### config.mk
export PLATFORM = sky130hd
export DESIGN_NAME = instr_fetch
export DESIGN_NICKNAME = d
export VERILOG_FILES = /design/src/rtl/instr_fetch.sv
export SDC_FILE = /design/constraint.sdc
export NUM_CORES = 1
export LEC_CHECK = 0
export CAP_MARGIN = 20
export CORE_ASPECT_RATIO = 2
export CORE_MARGIN = 3
export CORE_UTILIZATION = 40
export DETAILED_ROUTE_END_ITERATION = 10
export HOLD_SLACK_MARGIN = 0.12
export PLACE_DENSITY = 0.73
export SKIP_CTS_REPAIR_TIMING = 1
export SYNTH_ARGS = -nofsm -noshare
export SYNTH_HDL_FRONTEND = slang
export SYNTH_SLANG_ARGS = --single-unit
### constraint.sdc
create_clock -name clk -period 3.3 [get_ports clk]
set_input_delay 0.33 -clock clk [delete_from_list [all_inputs] [get_ports clk]]
set_output_delay 0.33 -clock clk [all_outputs]
set_load 0.05 [all_outputs]
### src/rtl/instr_fetch.sv
// instr_fetch: owns the PC, runs the single-outstanding instruction memory
// read handshake and buffers returned words with their PCs for the IQ.
//
// Ports:
//   clk, reset_n        clock / async active-low reset
//   instr_read          memory read request, held until instr_mem_resp
//   instr_mem_address   request address, stable while instr_read=1
//   instr_mem_resp      one-cycle response strobe, instr_mem_rdata valid
//   instr_mem_rdata     returned instruction word
//   iq_valid            fetch buffer head valid
//   iq_instr, iq_pc     head instruction word and its PC (0 when empty)
//   iq_deq              IQ consumes head this cycle (ignored when empty)
//   redirect            flush buffer and in-flight fetch, restart at redirect_pc
//   redirect_pc         new fetch PC
module instr_fetch #(
  parameter logic [31:0] RESET_PC  = 32'h4000_0060,
  parameter int          BUF_DEPTH = 4
) (
  input  logic        clk,
  input  logic        reset_n,
  output logic        instr_read,
  output logic [31:0] instr_mem_address,
  input  logic        instr_mem_resp,
  input  logic [31:0] instr_mem_rdata,
  output logic        iq_valid,
  output logic [31:0] iq_instr,
  output logic [31:0] iq_pc,
  input  logic        iq_deq,
  input  logic        redirect,
  input  logic [31:0] redirect_pc
);

  localparam int AW = $clog2(BUF_DEPTH);
  localparam int CW = AW + 1;
  localparam logic [CW-1:0] DEPTH_C = CW'(BUF_DEPTH);

  typedef enum logic [1:0] {
    IDLE,
    REQ,
    DISCARD
  } state_t;

  state_t        state, state_n;
  logic [31:0]   pc, pc_n;
  logic [31:0]   req_addr, req_addr_n;
  logic [31:0]   buf_instr [BUF_DEPTH];
  logic [31:0]   buf_pc    [BUF_DEPTH];
  logic [AW-1:0] head, tail;
  logic [CW-1:0] count;
  logic [CW-1:0] cnt_deq;
  logic          deq_ok;
  logic          push, pop, flush;

  assign deq_ok  = iq_deq && (count != '0);
  // occupancy once this cycle's dequeue has taken effect
  assign cnt_deq = count - CW'(deq_ok);

  always_comb begin
    state_n    = state;
    pc_n       = pc;
    req_addr_n = req_addr;
    push       = 1'b0;
    flush      = 1'b0;
    unique case (state)
      IDLE: begin
        if (redirect) begin
          pc_n  = redirect_pc;
          flush = 1'b1;
        end else if (cnt_deq < DEPTH_C) begin
          req_addr_n = pc;
          state_n    = REQ;
        end
      end
      REQ: begin
        if (redirect) begin
          pc_n    = redirect_pc;
          flush   = 1'b1;
          // a pending response still has to be absorbed
          state_n = instr_mem_resp ? IDLE : DISCARD;
        end else if (instr_mem_resp) begin
          push = 1'b1;
          pc_n = pc + 32'd4;
          if (cnt_deq + CW'(1) < DEPTH_C) begin
            req_addr_n = pc + 32'd4;
          end else begin
            state_n = IDLE;
          end
        end
      end
      DISCARD: begin
        if (redirect) begin
          pc_n  = redirect_pc;
          flush = 1'b1;
        end
        if (instr_mem_resp) begin
          state_n = IDLE;
        end
      end
      default: state_n = IDLE;
    endcase
  end

  assign pop = deq_ok && !flush;

  always_ff @(posedge clk or negedge reset_n) begin
    if (!reset_n) begin
      state    <= IDLE;
      pc       <= RESET_PC;
      req_addr <= '0;
      head     <= '0;
      tail     <= '0;
      count    <= '0;
    end else begin
      state    <= state_n;
      pc       <= pc_n;
      req_addr <= req_addr_n;
      if (flush) begin
        head  <= '0;
        tail  <= '0;
        count <= '0;
      end else begin
        if (push) tail <= tail + AW'(1);
        if (pop)  head <= head + AW'(1);
        count <= count + CW'(push) - CW'(pop);
      end
    end
  end

  always_ff @(posedge clk) begin
    if (push) begin
      buf_instr[tail] <= instr_mem_rdata;
      buf_pc[tail]    <= req_addr;
    end
  end

  assign instr_read        = (state == REQ) || (state == DISCARD);
  assign instr_mem_address = req_addr;
  assign iq_valid          = (count != '0);
  assign iq_instr          = iq_valid ? buf_instr[head] : '0;
  assign iq_pc             = iq_valid ? buf_pc[head] : '0;

endmodule

==> impl_metrics.env <==
export IMPL_status="finished clean"
export IMPL_io_pins=167
export IMPL_grt_pass1_wl_um=48530
export IMPL_drt_iter0_markers=410
export IMPL_grt_overflow=0
export IMPL_syn2layout_area_growth_pct=21.99
export IMPL_required_ns=2.97
export IMPL_gp_congestion=0.8661
export IMPL_netlist_area_mm2=0.01408
export IMPL_worstPathArrival_ns=2.85
export IMPL_finalCritPeriodShare=0.9645
export IMPL_syn_num_nets=976
export IMPL_synth_area_leaders="edfxtp_1, dfrtp_1, mux4_2, and2_1, a21oi_1"
export IMPL_grt_setup_unrepaired="false"
export IMPL_clock_path_buffers=3
export IMPL_ys_ff_latch=329
export IMPL_async_flop_share=0.2219
export IMPL_fp_dieH_um=271.3
export IMPL_gr_usage_all_layers=0.1628
export IMPL_yosysSeqAreaShare=0.6761
export IMPL_path_cells="buf_12 -> mux4_2 -> and2_1 -> clkdlybuf4s50_1"
export IMPL_ys_types=58
export IMPL_grt_start_max_net_pins=74
export IMPL_post_drt_wl_per_cell_um=20.46
export IMPL_clk_latency_ns=0.55
export IMPL_slowest_stage="clkdlybuf4s50_1"
export IMPL_nNetsFinal=1137
export IMPL_slew_viol_final=0
export IMPL_cts_max_level=1
export IMPL_crit_buf_inv=2
export IMPL_numCtsBuffers=28
export IMPL_clkTransAtPathRegs_ns=0.07
export IMPL_hold_path_class="input pin to register"
export IMPL_setup_slack_ns=0.1172
export IMPL_worstPathMaxFanout=19
export IMPL_worst_setup_path_type="register to output pin"
export IMPL_ant_nets=0
export IMPL_synth_flop_cell="edfxtp_1"
export IMPL_cts_root_buffer="clkbuf_16"
export IMPL_die_area_mm2=0.03762
export IMPL_tightest_slew_ns=0.9788
export IMPL_viasPerCell=5.330
export IMPL_synth_top_area_frac=0.5460
export IMPL_ys_warn_count=0
export IMPL_power_leakage_nw=5.821
export IMPL_max_freq_ghz=0.3142
export IMPL_critPathMaxStageDelay_ns=0.72
export IMPL_start_kind="register"
export IMPL_initial_core_util=0.4084
export IMPL_setup_viol=0
export IMPL_synthCells=893
export IMPL_dr_total_vias=8081
export IMPL_rows=96
export IMPL_vdd_drop_max_mv=0.6740
export IMPL_yosys_area_top_type="edfxtp_1"
export IMPL_yosysMostFrequentCell="edfxtp_1"
export IMPL_tns_ns=0
export IMPL_power_total_mw=17.00
export IMPL_layout_drive_gt1_share=0.1508
export IMPL_cts_tree="yes"
export IMPL_drcViolationCount=0
export IMPL_antenna_found_initial=1
export IMPL_dpl_hpwl_um=20370
export IMPL_clock_skew_ns=0.01816
export IMPL_dieWidth_um=138.7
export IMPL_fin_crit_ns=3.183
export IMPL_dp_slack_ns=0.08703
export IMPL_avgSynthCellArea_um2=15.77
export IMPL_pwr_density_cell_mw_per_mm2=990.2
export IMPL_cts_sinks=329
export IMPL_drt_pass1_iterations=5
export IMPL_core_area_mm2=0.03447
export IMPL_maxCapViolCount=0
export IMPL_synth_common_cells="edfxtp_1, and2_1, dfrtp_1"
export IMPL_synth_edf_count=256
export IMPL_slew_headroom=0.3475
export IMPL_totalWireLength_um=31010
export IMPL_grt_pass1_vias=8665
export IMPL_hold_viol=0
export IMPL_worstSetupEndpointType="output pin"
export IMPL_io_buffers=166
export IMPL_crit_family="buffers and inverters"
final cells by class:
| cell class | count | area (um^2) |
|---|---|---|
| timing repair buffer | 190 | 1971 |
| inverter | 13 | 48.80 |
| antenna | 1 | 2.502 |
| clock buffer | 32 | 747.0 |
| clock inverter | 18 | 115.1 |
| sequential | 329 | 9523 |
| tap | 441 | 551.8 |
| fill | 2892 | 17300 |
| multi-input combinational | 492 | 4215 |
registers in the layout (all words and copies together), names as in the netlist:
signal,count
head,2
buf_pc,128
tail,2
pc,32
count,3
state,2
instr_mem_address,32
buf_instr,128
worst register-to-register path, cell delays in order (launching register included):
cell     delay, ns
dfrtp_1       0.41
or3_2         0.50
and2_0        0.23
ha_1          0.21
ha_1          0.22
xor2_1        0.28
mux2i_1       0.18
o32ai_4       0.15
buf_6         0.40
mux2_2        0.42
through the flow:
step	instance area, um^2	hold slack [ns]	util	instances
global route	17170	0.3650	0.4982	1516
global placement	16270	0.4853	0.4719	1464
finish	17170	0.3471	0.4982	1516
CTS	17130	0.02348	0.4969	1514
floorplan	14080	0.03441	-	893
detailed placement	16270	0.4881	0.4719	1464
path summary, 6_finish.rpt:
check	start	to	slack [ns]	depth (start not counted)
hold reg to reg	pc[1]	pc[1]	0.51	1
setup reg to reg	count[1]	instr_mem_address[15]	0.18	9
min in group asynchronous	reset_n	pc[15]	0.57	3
hold / removal	redirect_pc[3]	pc[3]	0.35	3
setup / recovery	head[0]	iq_pc[20]	0.12	4
max in group asynchronous	reset_n	head[0]	1.96	3
routing by layer:
layer / part of all wire / track usage / up-vias
li1: - / - / 3741
met1: 0.36 / 0.1768 / 4095
met2: 0.57 / 0.3186 / 181
met3: 0.031 / 0.01692 / 64
met4: 0.041 / 0.06598 / 0
met5: 0 / 0 / -
power breakdown:
group | switching, mW | internal, mW
logic | 4.86 | 2.94
clock network | 1.41 | 1.69
registers | 0.814 | 5.29
total | 7.08 | 9.92
cell families after synthesis:
kind of cell,after synthesis,share of synthesized area
flip-flops,329,0.6761
AND/OR/NAND/NOR,235,0.09287
AO/OA/AOI/OAI,135,0.06115
buffers and inverters,72,0.02604
multiplexers,72,0.1085
XOR/XNOR,36,0.02240
adder cells (fa/ha/maj),14,0.01298
cells in the final DEF (no fill, tap or decap), drive strengths merged, types with 6 or more instances in the layout:
master | Yosys | layout
buf | 33 | 24
xnor2 | 11 | 11
clkbuf | 26 | 32
and2 | 74 | 74
o22a | 6 | 6
mux4 | 64 | 64
nor3 | 8 | 8
nor2 | 49 | 49
clkdlybuf4s50 | 0 | 154
dlymetal6s2s | 0 | 11
inv | 13 | 13
ha | 13 | 13
xor2 | 25 | 25
a2bb2oi | 12 | 12
nand2 | 36 | 36
o21ai | 22 | 22
dfrtp | 70 | 70
clkinv | 0 | 13
nand3 | 23 | 23
and3 | 6 | 6
a21oi | 63 | 63
nand4 | 22 | 22
edfxtp | 256 | 256
o22ai | 8 | 8
No activity file was read; power rests on OpenSTA's default activity.
